`src/rtl/memory_access_stage_pkg.sv`:
```
// Shared definitions for the memory stage: funct3 encodings, result-select codes,
// FSM states and the MA/WB pipeline record.
package riscv_pkg;

   localparam int XLEN_P = 32;

   localparam logic [2:0] F3_B  = 3'b000;
   localparam logic [2:0] F3_H  = 3'b001;
   localparam logic [2:0] F3_W  = 3'b010;
   localparam logic [2:0] F3_BU = 3'b100;
   localparam logic [2:0] F3_HU = 3'b101;

   localparam logic [1:0] RESULT_SRC_MEM = 2'b01;

   typedef enum logic {
      IDLE = 1'b0,
      WAIT = 1'b1
   } maState_e;

   typedef struct packed {
      logic                regWrite;
      logic [1:0]          resultSrc;
      logic [XLEN_P-1:0]   aluResult;
      logic [XLEN_P-1:0]   readData;
      logic [4:0]          rd;
      logic [XLEN_P-1:0]   pcPlus4;
   } maWb_t;

   // Stores only allow B/H/W; loads additionally allow the unsigned variants.
   function automatic logic funct3Legal(input logic isStore, input logic [2:0] f3);
      logic ok;
      ok = (f3 == F3_B) || (f3 == F3_H) || (f3 == F3_W);
      if (!isStore) ok = ok || (f3 == F3_BU) || (f3 == F3_HU);
      return ok;
   endfunction

endpackage

```
`src/rtl/memory_access_stage_if.sv`:
```
// Data-memory bus between the memory stage (master) and the data memory (slave).
interface memory_access_stage_if #(
   parameter int XLEN = 32
);
   logic            req;
   logic            we;
   logic [XLEN-1:0] addr;
   logic [3:0]      be;
   logic [XLEN-1:0] wdata;
   logic            ready;
   logic [XLEN-1:0] rdata;

   modport master (output req, we, addr, be, wdata, input ready, rdata);
   modport slave  (input req, we, addr, be, wdata, output ready, rdata);
endinterface

```
`src/rtl/memory_access_stage_load_store_align.sv`:
```
// Combinational lane steering for stores and byte/halfword extraction with
// sign or zero extension for loads.
module load_store_align
   import riscv_pkg::*;
(
   input  logic [2:0]  funct3_i,
   input  logic [1:0]  addrLow_i,
   input  logic [31:0] storeData_i,
   input  logic [31:0] readWord_i,
   output logic [3:0]  byteEn_o,
   output logic [31:0] writeData_o,
   output logic [31:0] loadData_o
);

   logic [7:0]  loadByte;
   logic [15:0] loadHalf;

   always_comb begin
      byteEn_o    = 4'b0000;
      writeData_o = 32'h0;
      case (funct3_i[1:0])
         2'b00: begin
            byteEn_o    = 4'b0001 << addrLow_i;
            writeData_o = {4{storeData_i[7:0]}};
         end
         2'b01: begin
            byteEn_o    = addrLow_i[1] ? 4'b1100 : 4'b0011;
            writeData_o = {2{storeData_i[15:0]}};
         end
         2'b10: begin
            byteEn_o    = 4'b1111;
            writeData_o = storeData_i;
         end
         default: ;
      endcase
   end

   always_comb begin
      loadByte   = readWord_i[8*addrLow_i +: 8];
      loadHalf   = addrLow_i[1] ? readWord_i[31:16] : readWord_i[15:0];
      loadData_o = 32'h0;
      case (funct3_i)
         F3_B:    loadData_o = {{24{loadByte[7]}}, loadByte};
         F3_H:    loadData_o = {{16{loadHalf[15]}}, loadHalf};
         F3_W:    loadData_o = readWord_i;
         F3_BU:   loadData_o = {24'h0, loadByte};
         F3_HU:   loadData_o = {16'h0, loadHalf};
         default: loadData_o = 32'h0;
      endcase
   end

endmodule

```
`src/rtl/memory_access_stage.sv`:
```
// Memory stage: drives the data bus, stalls the front of the pipe while memory
// is busy, aborts stuck accesses and holds the MA/WB pipeline register.
module memory_access_stage
   import riscv_pkg::*;
#(
   parameter int XLEN    = 32,
   parameter int TIMEOUT = 16
) (
   input  logic            clk,
   input  logic            rst_n,
   input  logic            RegWriteM,
   input  logic [1:0]      ResultSrcM,
   input  logic            MemWriteM,
   input  logic [2:0]      Funct3M,
   input  logic [XLEN-1:0] ALUResultM,
   input  logic [XLEN-1:0] WriteDataM,
   input  logic [4:0]      RdM,
   input  logic [XLEN-1:0] PCPlus4M,
   memory_access_stage_if.master dmem,
   output logic            StallM,
   output logic            RegWriteW,
   output logic [1:0]      ResultSrcW,
   output logic [XLEN-1:0] ALUResultW,
   output logic [XLEN-1:0] ReadDataW,
   output logic [4:0]      RdW,
   output logic [XLEN-1:0] PCPlus4W,
   output logic            mem_fault
);

   localparam int CW = (TIMEOUT > 0) ? $clog2(TIMEOUT + 1) : 1;
   localparam logic [CW-1:0] TMO = CW'(TIMEOUT);

   maState_e        state_q;
   logic [CW-1:0]   cnt_q;
   logic            fault_q;
   maWb_t           wb_q, wb_d;

   logic            isLoad, memOp, misalign, illegal, bad;
   logic            reqRaw, stallRaw, done, abort;
   logic [XLEN-1:0] loadData;

   assign isLoad   = (ResultSrcM == RESULT_SRC_MEM);
   assign memOp    = MemWriteM | isLoad;
   assign illegal  = ~funct3Legal(MemWriteM, Funct3M);
   assign misalign = ((Funct3M[1:0] == 2'b01) & ALUResultM[0]) |
                     ((Funct3M[1:0] == 2'b10) & (ALUResultM[1:0] != 2'b00));
   assign bad      = memOp & (misalign | illegal);

   load_store_align u_align (
      .funct3_i    (Funct3M),
      .addrLow_i   (ALUResultM[1:0]),
      .storeData_i (WriteDataM),
      .readWord_i  (dmem.rdata),
      .byteEn_o    (dmem.be),
      .writeData_o (dmem.wdata),
      .loadData_o  (loadData)
   );

   always_comb begin
      reqRaw   = 1'b0;
      stallRaw = 1'b0;
      abort    = 1'b0;
      case (state_q)
         IDLE: begin
            reqRaw   = memOp & ~bad;
            stallRaw = reqRaw & ~dmem.ready;
         end
         WAIT: begin
            reqRaw = 1'b1;
            if (!dmem.ready) begin
               if ((TIMEOUT != 0) && (cnt_q == TMO)) abort = 1'b1;
               else stallRaw = 1'b1;
            end
         end
         default: ;
      endcase
   end

   assign done = reqRaw & dmem.ready;

   // Gating with rst_n lets request and stall fall immediately on reset, even mid-wait.
   assign dmem.req  = reqRaw & rst_n;
   assign StallM    = stallRaw & rst_n;
   assign dmem.we   = MemWriteM;
   assign dmem.addr = {ALUResultM[XLEN-1:2], 2'b00};

   always_ff @(posedge clk or negedge rst_n) begin
      if (!rst_n) begin
         state_q <= IDLE;
         cnt_q   <= '0;
         fault_q <= 1'b0;
      end else begin
         fault_q <= ((state_q == IDLE) & bad) | abort;
         case (state_q)
            IDLE: begin
               if (stallRaw) begin
                  state_q <= WAIT;
                  cnt_q   <= CW'(1);
               end
            end
            WAIT: begin
               if (done || abort) begin
                  state_q <= IDLE;
                  cnt_q   <= '0;
               end else begin
                  cnt_q <= cnt_q + 1'b1;
               end
            end
            default: state_q <= IDLE;
         endcase
      end
   end

   // A stalled cycle retires a bubble; aborted or faulting accesses retire without writeback.
   always_comb begin
      wb_d = '0;
      if (!stallRaw) begin
         wb_d.regWrite  = RegWriteM & ~bad & ~abort;
         wb_d.resultSrc = ResultSrcM;
         wb_d.aluResult = ALUResultM;
         wb_d.readData  = (isLoad & done) ? loadData : '0;
         wb_d.rd        = RdM;
         wb_d.pcPlus4   = PCPlus4M;
      end
   end

   always_ff @(posedge clk or negedge rst_n) begin
      if (!rst_n) wb_q <= '0;
      else        wb_q <= wb_d;
   end

   assign RegWriteW  = wb_q.regWrite;
   assign ResultSrcW = wb_q.resultSrc;
   assign ALUResultW = wb_q.aluResult;
   assign ReadDataW  = wb_q.readData;
   assign RdW        = wb_q.rd;
   assign PCPlus4W   = wb_q.pcPlus4;
   assign mem_fault  = fault_q;

endmodule
```
`src/flat_wrapper.sv`:
```
// flat-port wrapper written by rule: the top's interface ports become plain ports
module memory_access_stage_flat import riscv_pkg::*;
#(
   parameter int XLEN    = 32,
   parameter int TIMEOUT = 16
)
  (clk, rst_n, RegWriteM, ResultSrcM, MemWriteM, Funct3M, ALUResultM, WriteDataM, RdM, PCPlus4M, StallM, RegWriteW, ResultSrcW, ALUResultW, ReadDataW, RdW, PCPlus4W, mem_fault, dmem_req, dmem_we, dmem_addr, dmem_be, dmem_wdata, dmem_ready, dmem_rdata);
  memory_access_stage_if #(.XLEN(XLEN)) dmem_i ();
  input  logic clk;
  input  logic rst_n;
  input  logic RegWriteM;
  input  logic [1:0] ResultSrcM;
  input  logic MemWriteM;
  input  logic [2:0] Funct3M;
  input  logic [XLEN-1:0] ALUResultM;
  input  logic [XLEN-1:0] WriteDataM;
  input  logic [4:0] RdM;
  input  logic [XLEN-1:0] PCPlus4M;
  output logic StallM;
  output logic RegWriteW;
  output logic [1:0] ResultSrcW;
  output logic [XLEN-1:0] ALUResultW;
  output logic [XLEN-1:0] ReadDataW;
  output logic [4:0] RdW;
  output logic [XLEN-1:0] PCPlus4W;
  output logic mem_fault;
  output wire logic [$bits(dmem_i.req)-1:0] dmem_req;
  output wire logic [$bits(dmem_i.we)-1:0] dmem_we;
  output wire logic [$bits(dmem_i.addr)-1:0] dmem_addr;
  output wire logic [$bits(dmem_i.be)-1:0] dmem_be;
  output wire logic [$bits(dmem_i.wdata)-1:0] dmem_wdata;
  input wire logic [$bits(dmem_i.ready)-1:0] dmem_ready;
  input wire logic [$bits(dmem_i.rdata)-1:0] dmem_rdata;
  assign dmem_req = dmem_i.req;
  assign dmem_we = dmem_i.we;
  assign dmem_addr = dmem_i.addr;
  assign dmem_be = dmem_i.be;
  assign dmem_wdata = dmem_i.wdata;
  assign dmem_i.ready = dmem_ready;
  assign dmem_i.rdata = dmem_rdata;
  memory_access_stage #(.XLEN(XLEN), .TIMEOUT(TIMEOUT)) u_core (.clk(clk), .rst_n(rst_n), .RegWriteM(RegWriteM), .ResultSrcM(ResultSrcM), .MemWriteM(MemWriteM), .Funct3M(Funct3M), .ALUResultM(ALUResultM), .WriteDataM(WriteDataM), .RdM(RdM), .PCPlus4M(PCPlus4M), .dmem(dmem_i), .StallM(StallM), .RegWriteW(RegWriteW), .ResultSrcW(ResultSrcW), .ALUResultW(ALUResultW), .ReadDataW(ReadDataW), .RdW(RdW), .PCPlus4W(PCPlus4W), .mem_fault(mem_fault));
endmodule
```
`config.mk`:
```
export PLATFORM = sky130hd
export DESIGN_NAME = memory_access_stage_flat
export DESIGN_NICKNAME = d
export VERILOG_FILES = /design/src/rtl/memory_access_stage_pkg.sv /design/src/rtl/memory_access_stage_if.sv /design/src/rtl/memory_access_stage_load_store_align.sv /design/src/rtl/memory_access_stage.sv /design/src/flat_wrapper.sv
export SDC_FILE = /design/constraint.sdc
export NUM_CORES = 1
export LEC_CHECK = 0
export ABC_AREA = 1
export ABC_CLOCK_PERIOD_IN_PS = 3300
export CORE_AREA = 2 2 125 127
export CTS_BUF_LIST = sky130_fd_sc_hd__clkbuf_4 sky130_fd_sc_hd__clkbuf_8
export CTS_CLUSTER_DIAMETER = 40
export DETAILED_ROUTE_END_ITERATION = 16
export DIE_AREA = 0 0 127 129
export GPL_TIMING_DRIVEN = 0
export PLACE_DENSITY = 0.77
export SLEW_MARGIN = 20
export SYNTH_ARGS = -nofsm -noshare
export SYNTH_HDL_FRONTEND = slang
export SYNTH_HIERARCHICAL = 1
export SYNTH_SLANG_ARGS = --single-unit
```
`constraint.sdc`:
```
create_clock -name clk -period 3.3 [get_ports clk]
set_input_delay 0.33 -clock clk [delete_from_list [all_inputs] [get_ports clk]]
set_output_delay 0.33 -clock clk [all_outputs]
set_load 0.05 [all_outputs]
```
==> Yosys cells after proc, flatten, opt, wreduce, memory -nomap -nowiden <==
Cells that the tools add are included.
{ "totals": {"reg_bits": 111, "inputBits": 143, "out_inout_bits": 176, "elab_cells": 71} }
{ "classes": {"n_addsub": 1, "n_eq_ne": 9, "n_shift": 2, "muxes": 21, "n_bitwise": 21, "reduce_logical": 8} }
{ "op_table": {"columns": ["op", "count"], "rows": [
  ["$pmux 32 s5", 1],
  ["$mux 104", 1],
  ["$pmux 32 s3", 1],
  ["$mux 32", 1],
  ["$shiftx 32x6->8", 1],
  ["$mux 16", 1],
  ["$and 1x1->1", 12],
  ["$pmux 4 s3", 1],
  ["$mux 5", 2],
  ["$pmux 5 s2", 1],
  ["$mux 1", 8],
  ["$eq 3x3->1 const B", 2],
  ["$pmux 1 s2", 3],
  ["$add 5x1->5 const B", 1],
  ["$eq 5x5->1 const B", 1],
  ["$logic_or 1x1->1", 5],
  ["$not 1->1", 5],
  ["$eq 2x1->1 const B", 2],
  ["$mux 4", 1],
  ["$or 1x1->1", 4],
  ["$shl 1x2->4 const A", 1],
  ["$eq 3x1->1 const B", 1],
  ["$eq 3x2->1 const B", 1],
  ["$logic_not 3->1", 1],
  ["other kinds (4)", 4]
]} }

==> Logic depth before layout (Yosys ltp) <==
Gate-level depths: netlist of run 1.
{ "depth": {"depth_word": 16, "depth_mapped": 11} }

==> Modules after synthesis <==
Netlist of run 1, hierarchy kept.
{ "modules_own_cells": {"columns": ["mod", "instances", "cells_per_inst", "area_per_inst_um2", "seq_area_each_um2"], "rows": [
  ["memory_access_stage", 1, 425, 4244.1, 2777.7],
  ["load_store_align", 1, 317, 1381.3, 0.0]
]} }

==> Worst setup path after synthesis of run 1 <==
Ideal clock, no wire load.
{ "synth_timing": {"path_kind": "input-to-output", "startpoint": "input Funct3M[0]", "endpoint": "output dmem_be[0]", "t_arrival_ns": 1.907, "path_slack_ns": 1.063, "stages": 5, "n_path_buf": 1, "path_cell_list": "buf_6 > inv_2 > nand2_2 > clkinv_1 > o21ai_0"} }
{ "synth_via": {"elab_chain_cells": 2} }
{ "synth_lines": {"columns": ["element", "line", "rtl"], "rows": [
  ["from (decl)", "flat_wrapper.sv:14", "input logic [2:0] Funct3M;"],
  ["$eq 2x2->1 (tied with other cells)", "memory_access_stage_load_store_align.sv:21", "case (funct3_i[1:0])"],
  ["$pmux 4 s3 (*)", "memory_access_stage_load_store_align.sv:21", null],
  ["to (decl)", "flat_wrapper.sv:30", "output wire logic [$bits(dmem_i.be)-1:0] dmem_be;"]
]} }
Every way passes the cells marked *; elsewhere a longest branch is shown, timed or not.

==> Final worst setup path of run 1 <==
{ "layout_timing": {"startpoint": "input ALUResultM[0]", "endpoint": "output dmem_be[0]"} }
{ "layout_via": {"elab_chain_cells": 2} }
{ "layout_lines": {"columns": ["element", "line", "rtl"], "rows": [
  ["from (decl)", "flat_wrapper.sv:15", "input logic [XLEN-1:0] ALUResultM;"],
  ["$shl 1x2->4", "memory_access_stage_load_store_align.sv:23", "byteEn_o = 4'b0001 << addrLow_i;"],
  ["$pmux 4 s3", "memory_access_stage_load_store_align.sv:21", null]
]} }
Every way passes these cells.

==> key figures, run 1 <==
GRT
  • Initial antenna violation count: 0
  • Met1 usage: between 20% and 30%
  • Met2 Use GR: 40.4%
  • Pin count of the biggest net entering global routing: 65
  • Total track usage: 21.8%
  • First-pass GRT wire length: 27.7 mm
  • Vias in the first global route: 5389
  • GRT busiest layer: met2
  • Aggregate global routing overflow: 0
  • GR Util met3: under 10%

Clocking
  • Cts hold-fix bufs: 1
  • Clk root buf: clkbuf_8
  • Clk_lat worst skew: approximately 380 ps
  • CTS resizes: 0
  • Clock Sink Count: around 110
  • Worst-path clk slew: 130 ps
  • # Post-CTS Setup Buffers: 0
  • CTS tree: built
  • Max clock buf depth: 2
  • Cts bufs inserted: 9
  • H-tree Lvls: 3

Power
  • Peak supply drop: about 0.21 mV
  • Leakage: approximately 4.8 nW
  • Power per cell area: between 300 and 400 mW/mm^2

Setup path
  • CP Launch Point: ALUResultM[0]
  • Crit-path cells: clkdlybuf4s50_1 > nand2_2 > clkinv_1 > o21ai_0 > clkdlybuf4s50_1
  • Cell family with most CP delay: buffers and inverters
  • RR Endpoint: u_core/ALUResultW[31]$_DFF_PN0_
  • Most frequent CP cell: clkdlybuf4s50_1
  • Setup slack, reg-to-reg: between 1500 and 2000 ps
  • CP Capture Type: output pin
  • Worst Path Arrival: 2770 ps
  • Worst EP required: 2970 ps
  • Slowest library cell on the worst path: clkdlybuf4s50_1
  • CP startpoint kind: primary input
  • Worst path max stage delay: 850 ps
  • R2R depth: 7
  • Max FO, Critical Path: 9
  • RR Startpoint: u_core/cnt_q[0]$_DFFE_PN0P_
  • Crit path buffers/inverters: 3
  • Setup CP Type: in2out

Synth
  • Post-Synthesis Cells: 742
  • Top-area cell type share of the netlist area: between 40% and 50%
  • Synth async-reset ratio: 100%
  • Yosys reg bits: around 110
  • Library cells used by synthesis: 31
  • Synth top area cells: dfrtp_1 (49%), inv_1 (12%), nand2_1 (11%)
  • Post-Syn Area per Cell: approximately 7.6 sq um
  • Yosys warning count: 6
  • Cell accounting for the most synthesized area: dfrtp_1
  • Post-synthesis sequential area ratio: between 40 and 50%
  • Post-synth EDFFs: 0
  • Ys flop type: dfrtp_1
  • Syn Std Cell Area: about 0.0056 sq mm

Final layout
  • Nets: 1217
  • Antenna Cells: 0
  • Share of cells above drive strength 1: 8.91%
  • Synth-to-Final Area Change: 64.7%
  • Fillers: 1336
  • Design area: a little over 0.009 sq mm

STA
  • Worst slew pin tran: 581 ps
  • Setup tns final: 0 ps
  • RSZ-0062 raised after global routing: no
  • Final Worst Setup Slack: 198 ps
  • Skew final: about 19 ps
  • Worst slew margin: between 60% and 70%
  • Slew Limit Fails: 0
  • Final setup fails: 0
  • Fmax: 0.322 GHz
  • Period utilisation layout: roughly 94%
  • Hold Fails Final Rpt: 0
  • Tmin final: just over 3000 ps

Detailed routing
  • Final WL: approximately 18 mm
  • ANT nets after route: 0
  • DR DRC count: 0
  • DRT Pass-1 Iters: 5
  • Number of vias per cell: approximately 4.4
  • Routed len/inst: between 10 and 15 um
  • Vias: 5553
  • Initial drt markers: about 370

Worst hold path
  • Type of the most critical hold path: in2reg
  • Min-delay src: PCPlus4M[3]
  • Hold Path Depth: 3
  • Hold Path Sink: u_core/PCPlus4W[3]$_DFF_PN0_

Floorplan
  • Starting density of the core: 37.6%
  • Die area: roughly 0.016 sq mm
  • Die Ht: about 130 um
  • Cell Rows: between 40 and 50
  • Die X: approximately 130 um
  • Core ar.: roughly 0.015 sq mm
  • I/O pin count: 319

Run status
  • Run status: complete, no violations

Placed design
  • GPL Wtd Cong: 0.879
  • Port buffer count: 316
  • Pre-CTS WS: ~180 ps
  • Dpl cell area: approximately 0.0091 sq mm
  • Detailed Place HPWL: ~15 mm

Run
  • Max-cap violation count: 0
[cell usage in the layout (no fill, tap or decap), types with 2 or more instances in the layout]
cell / Yosys / routed
a21oi_1: 10 / 10
buf_2: 5 / 5
buf_4: 37 / 37
buf_6: 12 / 13
clkbuf_8: 0 / 9
clkdlybuf4s50_1: 0 / 315
clkinv_8: 0 / 2
conb_1: 1 / 2
dfrtp_1: 111 / 111
ha_1: 2 / 2
inv_1: 178 / 178
inv_2: 7 / 7
inv_6: 0 / 2
nand2_1: 166 / 166
nand2_2: 3 / 3
nand3_1: 37 / 37
nand4_1: 2 / 2
nor2_1: 122 / 122
nor2_2: 7 / 7
nor2_4: 2 / 2
o211ai_1: 5 / 5
o21ai_0: 21 / 21
o22ai_1: 2 / 2
[registers in the layout (all words and copies together), names as in the netlist]
signal             flops
u_core/RdW             5
u_core/ResultSrcW      2
u_core/state_q         1
u_core/ReadDataW      32
u_core/ALUResultW     32
u_core/RegWriteW       1
u_core/cnt_q           5
u_core/mem_fault       1
u_core/PCPlus4W       32
[report_power, final]
part           switching [W]  total (W)  internal, W  leakage, nW
Clock               0.000516   0.000815     0.000299        0.102
Sequential         0.0000314    0.00148      0.00145         1.41
Combinational       0.000876    0.00140     0.000524         3.27
[layout make-up]
class                      count  area, sq um  area share (%)
buffer                        55          453            4.89
clock buffer                   9          124            1.34
clock inverter                 7         75.1           0.810
inverter                     186          698            7.54
multi-input combinational    391         1700            18.4
sequential                   111         2780            30.0
tap                          188          235            2.54
timing repair buffer         318         3200            34.6
[tightest hold or removal path: stages]
cell             delay, ps
clkdlybuf4s50_1        390
inv_1                   50
nor2_1                  40
[synthesized netlist by cell type (7+ instances only)]
| cell | number |
|---|---|
| a21oi_1 | 10 |
| nand2_1 | 166 |
| inv_2 | 7 |
| dfrtp_1 | 111 |
| nor2_2 | 7 |
| buf_4 | 37 |
| buf_6 | 12 |
| nand3_1 | 37 |
| o21ai_0 | 21 |
| nor2_1 | 122 |
| inv_1 | 178 |
[worst max-delay path by stage]
stage	endpoint	slack, ps	cells past startpoint
floorplan	dmem_be[0]	1060	5
finish	dmem_be[0]	200	5
global placement	StallM	-3080	4
detailed placement	dmem_be[0]	180	5
CTS	dmem_be[0]	180	5
global route	dmem_be[0]	70	5
[kinds of logic (layout without fill, tap and decap cells)]
kind of cell / Yosys count / in the layout / share of synthesized area [%]
compound gates: 43 / 43 / 4.47
xor+xnor: 1 / 1 / 0.156
fa+ha+maj: 2 / 2 / 0.445
buf+inv: 241 / 575 / 20.5
flops: 111 / 111 / 49.4
other cells: 1 / 2 / 0.0667
simple gates: 343 / 343 / 25.0
[per-stage QoR]
stage | util, % | power (W) | hold WS, ps | std cells
finish | 61.9 | 0.00370 | 447 | 1265
global route | 61.9 | 0.00387 | 416 | 1265
CTS | 61.9 | 0.00374 | 431 | 1265
detailed placement | 60.5 | 0.00292 | 299 | 1248
global placement | 60.3 | 0.00290 | 553 | 1247
floorplan | - | 0.00233 | 34.4 | 743
[per-layer routing]
metal | wire length (um) | vias to the layer above
met5 | 0 | -
met4 | 542 | 0
met3 | 1380 | 32
met2 | 9540 | 261
met1 | 6860 | 2491
li1 | - | 2769
Note: power is estimated with default switching activity, not from simulation.
==> run 2: changes to the inputs <==
- CORE_AREA: 2 2 125 127 -> 2 2 126 128
- DIE_AREA: 0 0 127 129 -> 0 0 128 130
- MAX_ROUTING_LAYER: not set -> met4
- PLACE_DENSITY: 0.77 -> 0.73
- SYNTH_HIERARCHICAL: 1 -> not set
==> run 2 against run 1 <==
Compared with the run above:
- routed wire length shrank 3.8%
- non-clock buffer count decreased by 3
- global-route usage fell by 0.79 points
- hold slack worse by 91 ps
- final area shrank 4.6%
- combinational power hardly changed
- fmax about the same
- sequential share of layout area up 1.5 points
- register-to-register slack worse by 150 ps
- critical path depth grew 5
- via count decreased by 4.8%
- first-iteration DRC count decreased by 53%
- largest power group unchanged
==> key figures, run 2 <==
Setup path
  • Max FO, Critical Path: 9 (unchanged)
  • CP Capture Type: output pin
  • Worst EP required: 2970 ps (about the same)
  • Setup CP Type: in2out
  • RR Endpoint: u_core.RdW[4]$_DFF_PN0_
  • R2R depth: 9 (+2)
  • RR Startpoint: u_core.cnt_q[0]$_DFFE_PN0P_
  • Setup slack, reg-to-reg: 1470 ps (-150 ps)
  • Worst Path Arrival: 2770 ps (about the same)
  • CP startpoint kind: primary input

Floorplan
  • Core ar.: 0.0154 sq mm (+3.0%)
  • Cell Rows: 46 (+2.2%)
  • Die X: 128 um (+0.79%)
  • I/O pin count: 319 (unchanged)
  • Starting density of the core: 34.0% (-3.6 points)
  • Die area: 0.0166 sq mm (+1.6%)
  • Die Ht: 130 um (+0.78%)

Detailed routing
  • DR DRC count: 0 (unchanged)
  • Vias: 5284 (-4.8%)
  • ANT nets after route: 0 (unchanged)
  • Routed len/inst: 15.0 um (+3.3%)
  • Number of vias per cell: 4.49 (+2.2%)
  • DRT Pass-1 Iters: 5 (unchanged)
  • Initial drt markers: 176 (-53%)
  • Final WL: 17.6 mm (-3.8%)

STA
  • Period utilisation layout: 93.9% (about the same)
  • RSZ-0062 raised after global routing: no
  • Tmin final: 3100 ps (-2.20 ps)
  • Final setup fails: 0 (unchanged)
  • Worst slew pin tran: 582 ps (+1.69 ps)
  • Worst slew margin: 61.1% (-0.11 points)
  • Fmax: 0.323 GHz (about the same)
  • Hold Fails Final Rpt: 0 (unchanged)
  • Slew Limit Fails: 0 (unchanged)
  • Skew final: 10.3 ps (-8.49 ps)

GRT
  • Initial antenna violation count: 0 (unchanged)
  • Aggregate global routing overflow: 0 (unchanged)
  • Pin count of the biggest net entering global routing: 65 (unchanged)
  • Vias in the first global route: 5075 (-5.8%)
  • First-pass GRT wire length: 26.2 mm (-5.2%)
  • Total track usage: 21.0% (-0.79 points)

Synth
  • Post-synthesis simple-gate area fraction: 22.3% (-2.7 points)
  • Post-Syn Area per Cell: 8.01 sq um (+5.6%)
  • Post-Synthesis Cells: 654 (-12%)
  • Yosys warning count: 0 (-6)
  • Synth async-reset ratio: 100% (unchanged)
  • Mux contribution to synthesized area: 0% (unchanged)
  • Cell accounting for the most synthesized area: dfrtp_1
  • Post-synthesis compound-gate area fraction: 7.24% (+2.8 points)
  • Post-synth EDFFs: 0 (unchanged)
  • Synth Area in XOR/XNOR: 0.502% (+0.35 points)
  • Ys flop type: dfrtp_1
  • Largest family of logic cells by synthesized area: simple AND/OR/NAND/NOR gates
  • Synth Area in Adders: 0.478% (+0.033 points)
  • Post-synthesis sequential area ratio: 53.0% (+3.7 points)
  • Top-area cell type share of the netlist area: 53.0% (+3.7 points)
  • Library cells used by synthesis: 28 (-9.7%)
  • Yosys reg bits: 111 (unchanged)
  • Cell with the most instances after synthesis: nor2_1
  • Synth top area cells: dfrtp_1 (53%), nor2_1 (12%), inv_1 (9.0%)
  • Syn Std Cell Area: 0.00524 sq mm (-6.9%)
  • Synth top cells by count: nor2_1 (171), inv_1 (125), dfrtp_1 (111)

Run
  • Max-cap violation count: 0 (unchanged)

Worst hold path
  • Type of the most critical hold path: in2reg
  • Hold Path Sink: u_core.ALUResultW[0]$_DFF_PN0_
  • Hold Path Depth: 3 (unchanged)
  • Min-delay src: ALUResultM[0]

Power
  • Leakage: 4.29 nW (-10%)
  • Logic pwr share: 38.5% (+0.6 points)
  • Clock Power Share: 20.7% (-1.3 points)
  • Peak supply drop: 0.177 mV (-16%)
  • Cell-internal power: 0.00225 W (-0.96%)
  • Psw: 0.00141 W (-1.2%)
  • Power per cell area: 414 mW/mm^2 (+3.7%)
  • Sequential share of power: 40.8% (+0.7 points)
  • Switch share: 38.4% (-0.063 points)

Placed design
  • Port buffer count: 314 (-0.63%)
  • Dpl cell area: 0.00865 sq mm (-4.4%)
  • # placed instances: 1162 (-6.9%)
  • GPL Wtd Cong: 0.873 (-0.76%)
  • Detailed Place HPWL: 14.1 mm (-4.7%)

Final layout
  • Most frequent cells in the layout: clkdlybuf4s50_1 (313), nor2_1 (171), inv_1 (125)
  • Nets: 1127 (-7.4%)
  • Antenna Cells: 0 (unchanged)
  • Synth-to-Final Area Change: 68.7%
  • Non-Filler Instances: 1178 (-6.9%)
  • Most common cell after layout, fill and taps aside: clkdlybuf4s50_1
  • Design area: 0.00884 sq mm (-4.6%)
  • Share of cells above drive strength 1: 8.22% (-0.70 points)

Clocking
  • Max clock buf depth: 2 (unchanged)
  • # Post-CTS Setup Buffers: 0 (unchanged)
  • Clk root buf: clkbuf_8
  • Clk_lat worst skew: 360 ps (-20 ps)
  • Cts bufs inserted: 9 (unchanged)
  • H-tree Lvls: 3 (unchanged)
  • CTS tree: built
  • Clock Sink Count: 111 (unchanged)
  • Worst-path clk slew: 110 ps (-20 ps)

Run status
  • Run status: complete, no violations
## run 2: worst max-delay path: stages
cell	delay, ps
clkdlybuf4s50_1	670
nand2_1	160
inv_2	210
nor2_4	70
nand2_2	110
nand3_2	100
nand2_2	120
nand3_1	90
nor2_1	90
clkdlybuf4s50_1	830
## run 2: routing by layer
layer	track usage, %	share of wire [%]	up-vias
met1	25.4	41	2424
li1	-	-	2566
met5	-	0	-
met4	7.95	2.8	0
met3	3.73	6.5	35
met2	35.4	49	259
## run 2: how the worst max path moves through the flow
stage,cells past startpoint,slack (ps),to,from
after floorplan,3,1110,dmem_be[2],Funct3M[1]
after global placement,4,-3080,dmem_req,rst_n
after detailed placement,10,180,StallM,Funct3M[0]
after CTS,6,100,dmem_req,rst_n
after global routing,6,30,dmem_req,rst_n
final,10,200,StallM,Funct3M[0]
## run 2: power by group through the flow
| stage | combinational (W) | clock (W) | sequential (W) |
|---|---|---|---|
| floorplan | 0.000493 | 0 | 0.00185 |
| global placement | 0.00140 | 0 | 0.00152 |
| detailed placement | 0.00141 | 0 | 0.00152 |
| CTS | 0.00142 | 0.000794 | 0.00150 |
| global route | 0.00149 | 0.000837 | 0.00151 |
| finish | 0.00141 | 0.000758 | 0.00149 |
## run 2: final cells by class
| type | instances | area (sq um) |
|---|---|---|
| Fill cell | 1385 | 6590 |
| Timing Repair Buffer | 316 | 3190 |
| Sequential cell | 111 | 2780 |
| Multi-Input combinational cell | 361 | 1610 |
| Inverter | 129 | 484 |
| Buffer | 54 | 373 |
| Tap cell | 192 | 240 |
| Clock buffer | 9 | 124 |
| Clock inverter | 6 | 46.3 |
## run 2: stage by stage
stage | hold WS [ps] | setup TNS, ps | total power, W | setup WS, ps | util [%]
after floorplan | 34.4 | 0 | 0.00234 | 1110 | -
after global placement | 531 | -278020 | 0.00292 | -3080 | 55.9
after detailed placement | 349 | 0 | 0.00294 | 183 | 56.1
after CTS | 354 | 0 | 0.00371 | 103 | 57.3
after global routing | 394 | 0 | 0.00383 | 26.2 | 57.3
final | 357 | 0 | 0.00366 | 200 | 57.3
## run 2: cells by family (layout without fill, tap and decap cells)
| kind of cell | after synthesis | in the layout |
|---|---|---|
| compound gates | 64 | 64 |
| xor+xnor | 3 | 3 |
| fa+ha+maj | 2 | 2 |
| buf+inv | 183 | 514 |
| flops | 111 | 111 |
| other cells | 1 | 2 |
| simple gates | 290 | 290 |
## run 2: what timing repair did
item / in CTS / in global routing
resized for setup: 0 / 2
setup endpoints to repair: 0 / 1
hold buffers: 1 / 0
endpoints found under the hold margin: 63 / 0
